### src/rtl/regfile_scoreboard.sv
// rtl/regfile_scoreboard.sv - register-file write scoreboard between ID and WB
module regfile_scoreboard #(
  parameter int REG_NUM      = 32,
  parameter int REG_ADDR_LEN = 5,
  parameter int CNT_W        = 2,
  parameter int INF_W        = 7,
  parameter int STAT_W       = 16
) (
  input  logic                    clk,
  input  logic                    rst_n,
  input  logic                    issue_valid,
  input  logic [REG_ADDR_LEN-1:0] issue_rs1,
  input  logic                    issue_rs1_used,
  input  logic [REG_ADDR_LEN-1:0] issue_rs2,
  input  logic                    issue_rs2_used,
  input  logic [REG_ADDR_LEN-1:0] issue_rd,
  input  logic                    issue_we,
  output logic                    issue_ready,
  input  logic                    wb_valid,
  input  logic                    wb_we,
  input  logic [REG_ADDR_LEN-1:0] wb_rd,
  output logic                    rf_read_en,
  output logic                    rf_write_en,
  output logic [REG_NUM-1:0]      busy_vec,
  output logic [INF_W-1:0]        inflight,
  output logic                    err_underflow,
  output logic [STAT_W-1:0]       stall_cycles
);

  localparam logic [CNT_W-1:0]  CNT_MAX  = {CNT_W{1'b1}};
  localparam logic [STAT_W-1:0] STAT_MAX = {STAT_W{1'b1}};

  // Per-register count of writes issued but not yet retired.
  logic [CNT_W-1:0] cnt [REG_NUM];

  logic raw1, raw2, sat, fire, inc, dec, dec_hit;

  // Hazard detection looks only at the counters and the ID inputs; a release in
  // WB this cycle is deliberately not bypassed because the register file only
  // commits on the clock edge.
  always_comb begin
    raw1        = issue_rs1_used && (issue_rs1 != '0) && (cnt[issue_rs1] != '0);
    raw2        = issue_rs2_used && (issue_rs2 != '0) && (cnt[issue_rs2] != '0);
    sat         = issue_we && (issue_rd != '0) && (cnt[issue_rd] == CNT_MAX);
    issue_ready = !(raw1 || raw2 || sat);
    fire        = issue_valid && issue_ready;
    rf_read_en  = fire;
    rf_write_en = wb_valid && wb_we;
    inc         = fire && issue_we && (issue_rd != '0);
    dec         = wb_valid && wb_we && (wb_rd != '0);
    dec_hit     = dec && (cnt[wb_rd] != '0);
  end

  // Busy flags are a direct view of the counters; register 0 is never busy.
  always_comb begin
    busy_vec = '0;
    for (int r = 1; r < REG_NUM; r++) begin
      busy_vec[r] = (cnt[r] != '0);
    end
  end

  // Per-register counters: +1 on issue, -1 on release of a live write.
  always_ff @(posedge clk or negedge rst_n) begin
    if (!rst_n) begin
      for (int r = 0; r < REG_NUM; r++) begin
        cnt[r] <= '0;
      end
    end else begin
      cnt[0] <= '0;
      for (int r = 1; r < REG_NUM; r++) begin
        if (inc && (issue_rd == REG_ADDR_LEN'(r)) &&
            !(dec_hit && (wb_rd == REG_ADDR_LEN'(r)))) begin
          cnt[r] <= cnt[r] + 1'b1;
        end else if (dec_hit && (wb_rd == REG_ADDR_LEN'(r)) &&
                     !(inc && (issue_rd == REG_ADDR_LEN'(r)))) begin
          cnt[r] <= cnt[r] - 1'b1;
        end
      end
    end
  end

  // Total in-flight count tracks the same net delta; an underflowing release
  // changes nothing.
  always_ff @(posedge clk or negedge rst_n) begin
    if (!rst_n) begin
      inflight <= '0;
    end else if (inc && !dec_hit) begin
      inflight <= inflight + 1'b1;
    end else if (dec_hit && !inc) begin
      inflight <= inflight - 1'b1;
    end
  end

  // Sticky flag for a release that had no matching outstanding write.
  always_ff @(posedge clk or negedge rst_n) begin
    if (!rst_n) begin
      err_underflow <= 1'b0;
    end else if (dec && !dec_hit) begin
      err_underflow <= 1'b1;
    end
  end

  // Saturating count of cycles where ID held a valid instruction back.
  always_ff @(posedge clk or negedge rst_n) begin
    if (!rst_n) begin
      stall_cycles <= '0;
    end else if (issue_valid && !issue_ready && (stall_cycles != STAT_MAX)) begin
      stall_cycles <= stall_cycles + 1'b1;
    end
  end

endmodule
### config.mk
export PLATFORM = sky130hd
export DESIGN_NAME = regfile_scoreboard
export DESIGN_NICKNAME = d
export VERILOG_FILES = /design/src/rtl/regfile_scoreboard.sv
export SDC_FILE = /design/constraint.sdc
export NUM_CORES = 1
export LEC_CHECK = 0
export BUFFER_PORTS_ARGS = -buffer_cell sky130_fd_sc_hd__buf_4
export CAP_MARGIN = 20
export CORE_ASPECT_RATIO = 0.9
export CORE_MARGIN = 4
export CORE_UTILIZATION = 60
export CTS_BUF_LIST = sky130_fd_sc_hd__clkbuf_8
export DETAILED_ROUTE_END_ITERATION = 7
export GPL_TIMING_DRIVEN = 1
export HOLD_SLACK_MARGIN = 0.1
export PLACE_DENSITY = 0.83
export SETUP_SLACK_MARGIN = 0.1
export SLEW_MARGIN = 20
export SYNTH_ARGS = -nofsm -noshare
export SYNTH_HDL_FRONTEND = slang
export SYNTH_SLANG_ARGS = --single-unit
### constraint.sdc
create_clock -name clk -period 4.3 [get_ports clk]
set_clock_uncertainty 0.05 [all_clocks]
set_input_delay 0.43 -clock clk [delete_from_list [all_inputs] [get_ports clk]]
set_output_delay 0.43 -clock clk [all_outputs]
set_load 0.01 [all_outputs]
# Yosys cells after proc, flatten, opt, wreduce, memory -nomap -nowiden
# Cells that the tools add are included.
[op_classes] addsub=65 mul=0 div=0 order_cmp=4 n_eq_ne=64 shift=0 mux=76 n_bitwise=4 n_reduce_logical=278
[ops] cell="5-bit == test, second input constant" count=32
[ops] cell="1-bit logical AND" count=141
[ops] cell="2-bit 2-to-1 mux" count=70
[ops] cell="2-bit nonzero test" count=66
[ops] cell="5-bit by 4-bit == test with 1-bit output, second input constant" count=16
[ops] cell="1-bit logical NOT" count=65
[ops] cell="2-bit by 1-bit adder with 2-bit output, second input constant" count=31
[ops] cell="2-bit by 1-bit subtractor with 2-bit output, second input constant" count=31
[ops] cell="2-bit binary-select mux with 5-bit select" count=4
[ops] cell="5-bit by 3-bit == test with 1-bit output, second input constant" count=8
[ops] cell="6-bit greater-or-equal comparator, second input constant" count=4
[ops] cell="5-bit NOT with 6-bit output" count=4
[ops] cell="5-bit by 2-bit == test with 1-bit output, second input constant" count=4
[ops] cell="5-bit nonzero test" count=4
[ops] cell="16-bit by 1-bit adder with 16-bit output, second input constant" count=1
[ops] cell="16-bit != test, second input constant" count=1
[ops] cell="7-bit 2-to-1 mux" count=2
[ops] cell="5-bit by 1-bit == test with 1-bit output, second input constant" count=2
[ops] cell="7-bit by 1-bit adder with 7-bit output, second input constant" count=1
[ops] cell="7-bit by 1-bit subtractor with 7-bit output, second input constant" count=1
[ops] cell="2-bit == test, second input constant" count=1
[ops] cell="1-bit logical OR" count=2
[word_totals] reg_bits=86 latchBits=0 ramBits=0 rom_bits=0 wordCells=525 n_memories=0

# Longest topological paths before layout
[logic_depth] word_depth=17 depth_mapped=22 depth_no_buf=20

# Least setup slack after synthesis
# No wires, ideal clock.
[synth_timing] path_type="input-to-reg" startpoint="input issue_rd[1]" endpoint="register inflight[6]" setup_time_ps=125 arrival_ps=3914 path_slack_ps=210 path_stages=22 n_path_buf=3 path_cell_list="buf_6 > buf_6 > mux2_1 > a221oi_1 > nor3_1 > o21ai_1 > o31ai_1 > nor3_2 > buf_6 > and2_1 > o211a_1 > ha_1 > inv_1 > fa_1 > a21oi_1 > nor2_1 > nor2_1 > o21bai_1 > a21oi_1 > xnor2_1 > nor2_1 > xor2_1"
[synth_between] elab_chain_cells=14 word_cells_on_any_way=18 classes_between="eq/ne: 1; mux: 4; bitwise: 1; reduce/logical: 12"
[synth_rtl] item="start, declared" line_no="16" text="input logic [REG_ADDR_LEN-1:0] issue_rd,"
[synth_rtl] item="5-bit NOT with 6-bit output (not written as such)" line_no="44" text="sat = issue_we && (issue_rd != '0) && (cnt[issue_rd] == CNT_MAX);"
[synth_rtl] item="2-bit binary-select mux with 5-bit select" line_no="44"
[synth_rtl] item="2-bit 2-to-1 mux (not written as such) (2 in series)" line_no="44"
[synth_rtl] item="2-bit == test" line_no="44"
[synth_rtl] item="1-bit logical AND (*)" line_no="44"
[synth_rtl] item="1-bit logical OR (*)" line_no="45" text="issue_ready = !(raw1 || raw2 || sat);"
[synth_rtl] item="1-bit logical NOT (*)" line_no="45"
[synth_rtl] item="named net issue_ready" line_no="18" text="output logic issue_ready,"
[synth_rtl] item="1-bit logical AND (*)" line_no="46" text="fire = issue_valid && issue_ready;"
[synth_rtl] item="named net rf_read_en" line_no="22" text="output logic rf_read_en,"
[synth_rtl] item="1-bit logical AND (*) (2 in series)" line_no="49" text="inc = fire && issue_we && (issue_rd != '0);"
[synth_rtl] item="1-bit logical NOT" line_no="89" text="end else if (dec_hit && !inc) begin"
[synth_rtl] item="1-bit logical AND" line_no="89"
[synth_rtl] item="2-bit nonzero test (no source line)"
[synth_rtl] item="end signal, assigned" line_no="88" text="inflight <= inflight + 1'b1;"
[synth_rtl] item="end signal, assigned" line_no="90" text="inflight <= inflight - 1'b1;"
[synth_rtl] item="end, declared" line_no="25" text="output logic [INF_W-1:0] inflight,"
# The timed path passes the listed nets; every way through them passes the cells marked *. The select of a mux whose other input is x is not followed.
# A chain may end at the register's enable or synchronous reset.

# Worst setup path after layout
[layout_timing] startpoint="register cnt[0] (netlist name)" endpoint="register inflight[6]"
[layout_between] elab_chain_cells=14 word_cells_on_any_way=32 classes_between="eq/ne: 1; mux: 13; reduce/logical: 18"
[layout_rtl] item="start, declared" line_no="34" text="logic [CNT_W-1:0] cnt [REG_NUM];"
[layout_rtl] item="start signal, assigned by index" line_no="73" text="cnt[r] <= cnt[r] + 1'b1;"
[layout_rtl] item="start signal, assigned by index" line_no="76" text="cnt[r] <= cnt[r] - 1'b1;"
[layout_rtl] item="2-bit binary-select mux with 5-bit select (on tied branches)" line_no="42, 43"
[layout_rtl] item="2-bit 2-to-1 mux (on tied branches) (2 in series)" line_no="42, 43"
[layout_rtl] item="2-bit nonzero test (on tied branches)" line_no="42, 43"
[layout_rtl] item="1-bit logical AND (on tied branches)" line_no="42, 43"
[layout_rtl] item="1-bit logical OR (2 in series)" line_no="45"
[layout_rtl] item="1-bit logical NOT" line_no="45"
[layout_rtl] item="1-bit logical AND" line_no="46"
[layout_rtl] item="1-bit logical AND (2 in series)" line_no="49"
[layout_rtl] item="1-bit logical NOT" line_no="89"
[layout_rtl] item="1-bit logical AND" line_no="89"
[layout_rtl] item="2-bit nonzero test (no source line)"
# Parallel ways exist; a longest one is shown, timed or not. The select of a mux whose other input is x is not followed.

==> impl_metrics.py <==
metrics = {
    "power_and_ir_drop": {
        "comb_power_share": 0.510,
        "p_leak_nw": 3.60,
        "seq_power_share": 0.344,
        "power.clock.fraction": 0.146,
        "ir_drop_mv": 0.367,
        "swShare": 0.423,
        "p_per_area_mw_per_mm2": 613,
        "switching_power_w": 0.00191,
        "internal_power_w": 0.00260,
    },
    "logic_synthesis": {
        "yosys.cell_types.count": 61,
        "synth-seq-cells": 86,
        "synth_nets": 712,
        "avgSynthCellArea_sq_um": 9.84,
        "synthTopCellsByArea": "dfrtp_1, xor2_1, mux4_2, ha_1, nor2_1",
        "synth_most_common_cell": "nor2_1",
        "yosysSeqAreaShare": 0.339,
        "synth_top_flop_cell": "dfrtp_1",
        "yosys-top-cells-count": "nor2_1, dfrtp_1, xor2_1",
        "synthesis.area_sq_mm": 0.00635,
        "yosysTopAreaCellShare": 0.339,
        "synthCells": 645,
        "synth_top_cell_by_area": "dfrtp_1",
        "synth_edf_count": 0,
        "async_flop_share": 1.00,
        "ys_warn_count": 0,
    },
    "setup_path": {
        "worstSetupPathType": "reg -> reg",
        "end_kind": "flop",
        "worstPathArrival_ps": 4240,
        "worst-path-max-fanout": 6,
        "startpoint_type": "flop",
        "crit_required_ps": 4520,
    },
    "floorplanning": {
        "coreArea_sq_mm": 0.0103,
        "ios": 87,
        "dieArea_sq_mm": 0.0123,
        "die_x_microns": 116,
        "rows": 35,
        "start_util": 0.617,
        "die_h_microns": 106,
    },
    "cts": {
        "h-tree-depth": 3,
        "clk_pin_slew_ps": 90,
        "clockBufferDepth": 2,
        "cts-root-buf": "clkbuf_8",
        "numCtsBuffers": 9,
        "cts_hold_buf": 0,
        "clk_latency_ps": 380,
        "cts_tree": "built",
        "cts_sinks": 86,
    },
    "global_routing": {
        "grt_pass1_vias": 5384,
        "track_usage": 0.315,
        "grt_overflow": 0,
        "antenna_found_initial": 0,
        "grt_max_degree": 87,
        "grt_first_pass_wirelength_microns": 29600,
    },
    "routing": {
        "viasPerCell": 6.30,
        "via_count": 5441,
        "wl_per_cell_microns": 21.6,
        "ant_nets": 0,
        "drtPass1Iterations": 7,
        "drc": 0,
        "wl_microns": 18700,
        "drtIter0Drc": 613,
    },
    "place": {
        "detailed_place.area_sq_mm": 0.00708,
        "gp_congestion": 1.07,
        "port_buffers": 85,
        "hpwl_microns": 13800,
    },
    "finish": {
        "multi_input_area_sq_mm": 0.00395,
        "drive_gt1_frac": 0.233,
        "area_delta_synth_final_pct": 16.0,
        "n_fill_cell": 753,
        "final_area_sq_mm": 0.00736,
        "regArea_sq_mm": 0.00216,
        "antenna_cells": 0,
        "fin_nets": 796,
    },
    "run_status": {
        "outcome": "complete, no violations",
    },
    "sta": {
        "fin_crit_sh": 0.935,
        "finalSetupTns_ps": 0,
        "finalSetupViolations": 0,
        "rsz0062_at_grt": "no",
        "drv_slew": 0,
        "min_period_ps": 4020,
        "max_slew.worst_pin.slew_ps": 1060,
        "maxSlewHeadroom": 0.287,
        "fmax_mhz": 249,
        "holdWs_ps": 42.8,
        "hold_violations": 0,
    },
    "worst_hold_path": {
        "hp-class": "in -> async",
    },
    "job": {
        "cap_violations": 0,
    },
}
## power groups by stage
stage | clock network [W] | logic (W) | registers [W]
after floorplan | 0 | 0.00132 | 0.00144
after global placement | 0 | 0.00212 | 0.00152
after detailed placement | 0 | 0.00219 | 0.00154
after CTS | 0.000660 | 0.00221 | 0.00153
after global routing | 0.000690 | 0.00246 | 0.00158
final | 0.000658 | 0.00230 | 0.00155
## what timing repair did
action | 4_1_cts | 5_1_grt
buffers inserted | 0 | 4
endpoints found under the setup margin | 0 | 2
gates resized for setup | 0 | 11
## per-layer routing
layer / GRT usage / share of wire / vias up
li1: - / - / 2391
met1: 0.451 / 0.40 / 2619
met2: 0.458 / 0.44 / 381
met3: 0.100 / 0.14 / 50
met4: 0.0944 / 0.024 / 0
met5: 0 / 0 / -
## registers in the layout, indices dropped and copies added, names as in the netlist
name / cells
cnt: 62
err_underflow: 1
inflight: 7
stall_cycles: 16
## cell type report
cell class / instances / area share
Clock buffer: 9 / 0.0168
Inverter: 28 / 0.0143
Clock inverter: 7 / 0.0131
Multi-Input combinational cell: 502 / 0.536
Sequential cell: 86 / 0.293
Timing Repair Buffer: 102 / 0.105
Tap cell: 129 / 0.0219
## placed cells by master (no fill, tap or decap), types with 12 or more instances in the layout
| master | instances |
|---|---|
| buf_4 | 101 |
| nor2_1 | 100 |
| dfrtp_1 | 82 |
| xor2_1 | 77 |
| nand2_1 | 62 |
| ha_1 | 38 |
| xnor2_1 | 37 |
| mux4_2 | 28 |
| inv_1 | 28 |
| nand3_1 | 17 |
| mux2i_1 | 14 |
| nor3_1 | 12 |
## cell families (layout without fill, tap and decap cells)
| logic type | count (synthesis) | count (layout) | synth area share |
|---|---|---|---|
| xor gates and xnor gates | 114 | 114 | 0.157 |
| DFF | 86 | 86 | 0.339 |
| buffers and inverters | 57 | 146 | 0.0418 |
| and+or+nand+nor | 254 | 254 | 0.194 |
| adders and majority gates | 39 | 39 | 0.0781 |
| AOI/OAI and AO/OA | 45 | 45 | 0.0507 |
| other | 1 | 1 | 0.000591 |
| muxes | 49 | 49 | 0.139 |
## worst max-delay path, cell delays in order (launching register included)
cell and delay [ps]:
dfrtp_1 430, or2_1 300, buf_4 160, mux4_2 470, mux2_2 290, a21oi_1 200
mux2i_1 140, nand2_1 180, ha_1 250, inv_2 90, fa_1 420, a21oi_2 140
nor2_1 50, nor2_2 120, o21bai_1 80, a21oi_1 190, xnor2_1 140, nor2_1 60
xor2_1 150
## metrics by stage
step,util,setup WS (ps),cells,total power [W]
CTS,0.710,209,859,0.00440
global placement,0.688,182,843,0.00364
global route,0.715,82.3,863,0.00473
finish,0.715,280,863,0.00451
floorplan,-,210,645,0.00276
detailed placement,0.688,75.3,843,0.00373
## final timing paths
check / start / endpoint / slack, ps / depth (start not counted)
max: cnt[0]$_DFFE_PN0P_ / inflight[6]$_DFFE_PN0P_ / 280 / 18
min: rst_n / stall_cycles[14]$_DFFE_PN0P_ / 40 / 1
max reg2reg: cnt[0]$_DFFE_PN0P_ / inflight[6]$_DFFE_PN0P_ / 280 / 18
min reg2reg: inflight[6]$_DFFE_PN0P_ / inflight[6]$_DFFE_PN0P_ / 440 / 1
max in group asynchronous: rst_n / cnt[32]$_DFFE_PN0P_ / 3540 / 1
min in group clk: inflight[6]$_DFFE_PN0P_ / inflight[6]$_DFFE_PN0P_ / 440 / 1
Power figures use the tool's default switching activity.
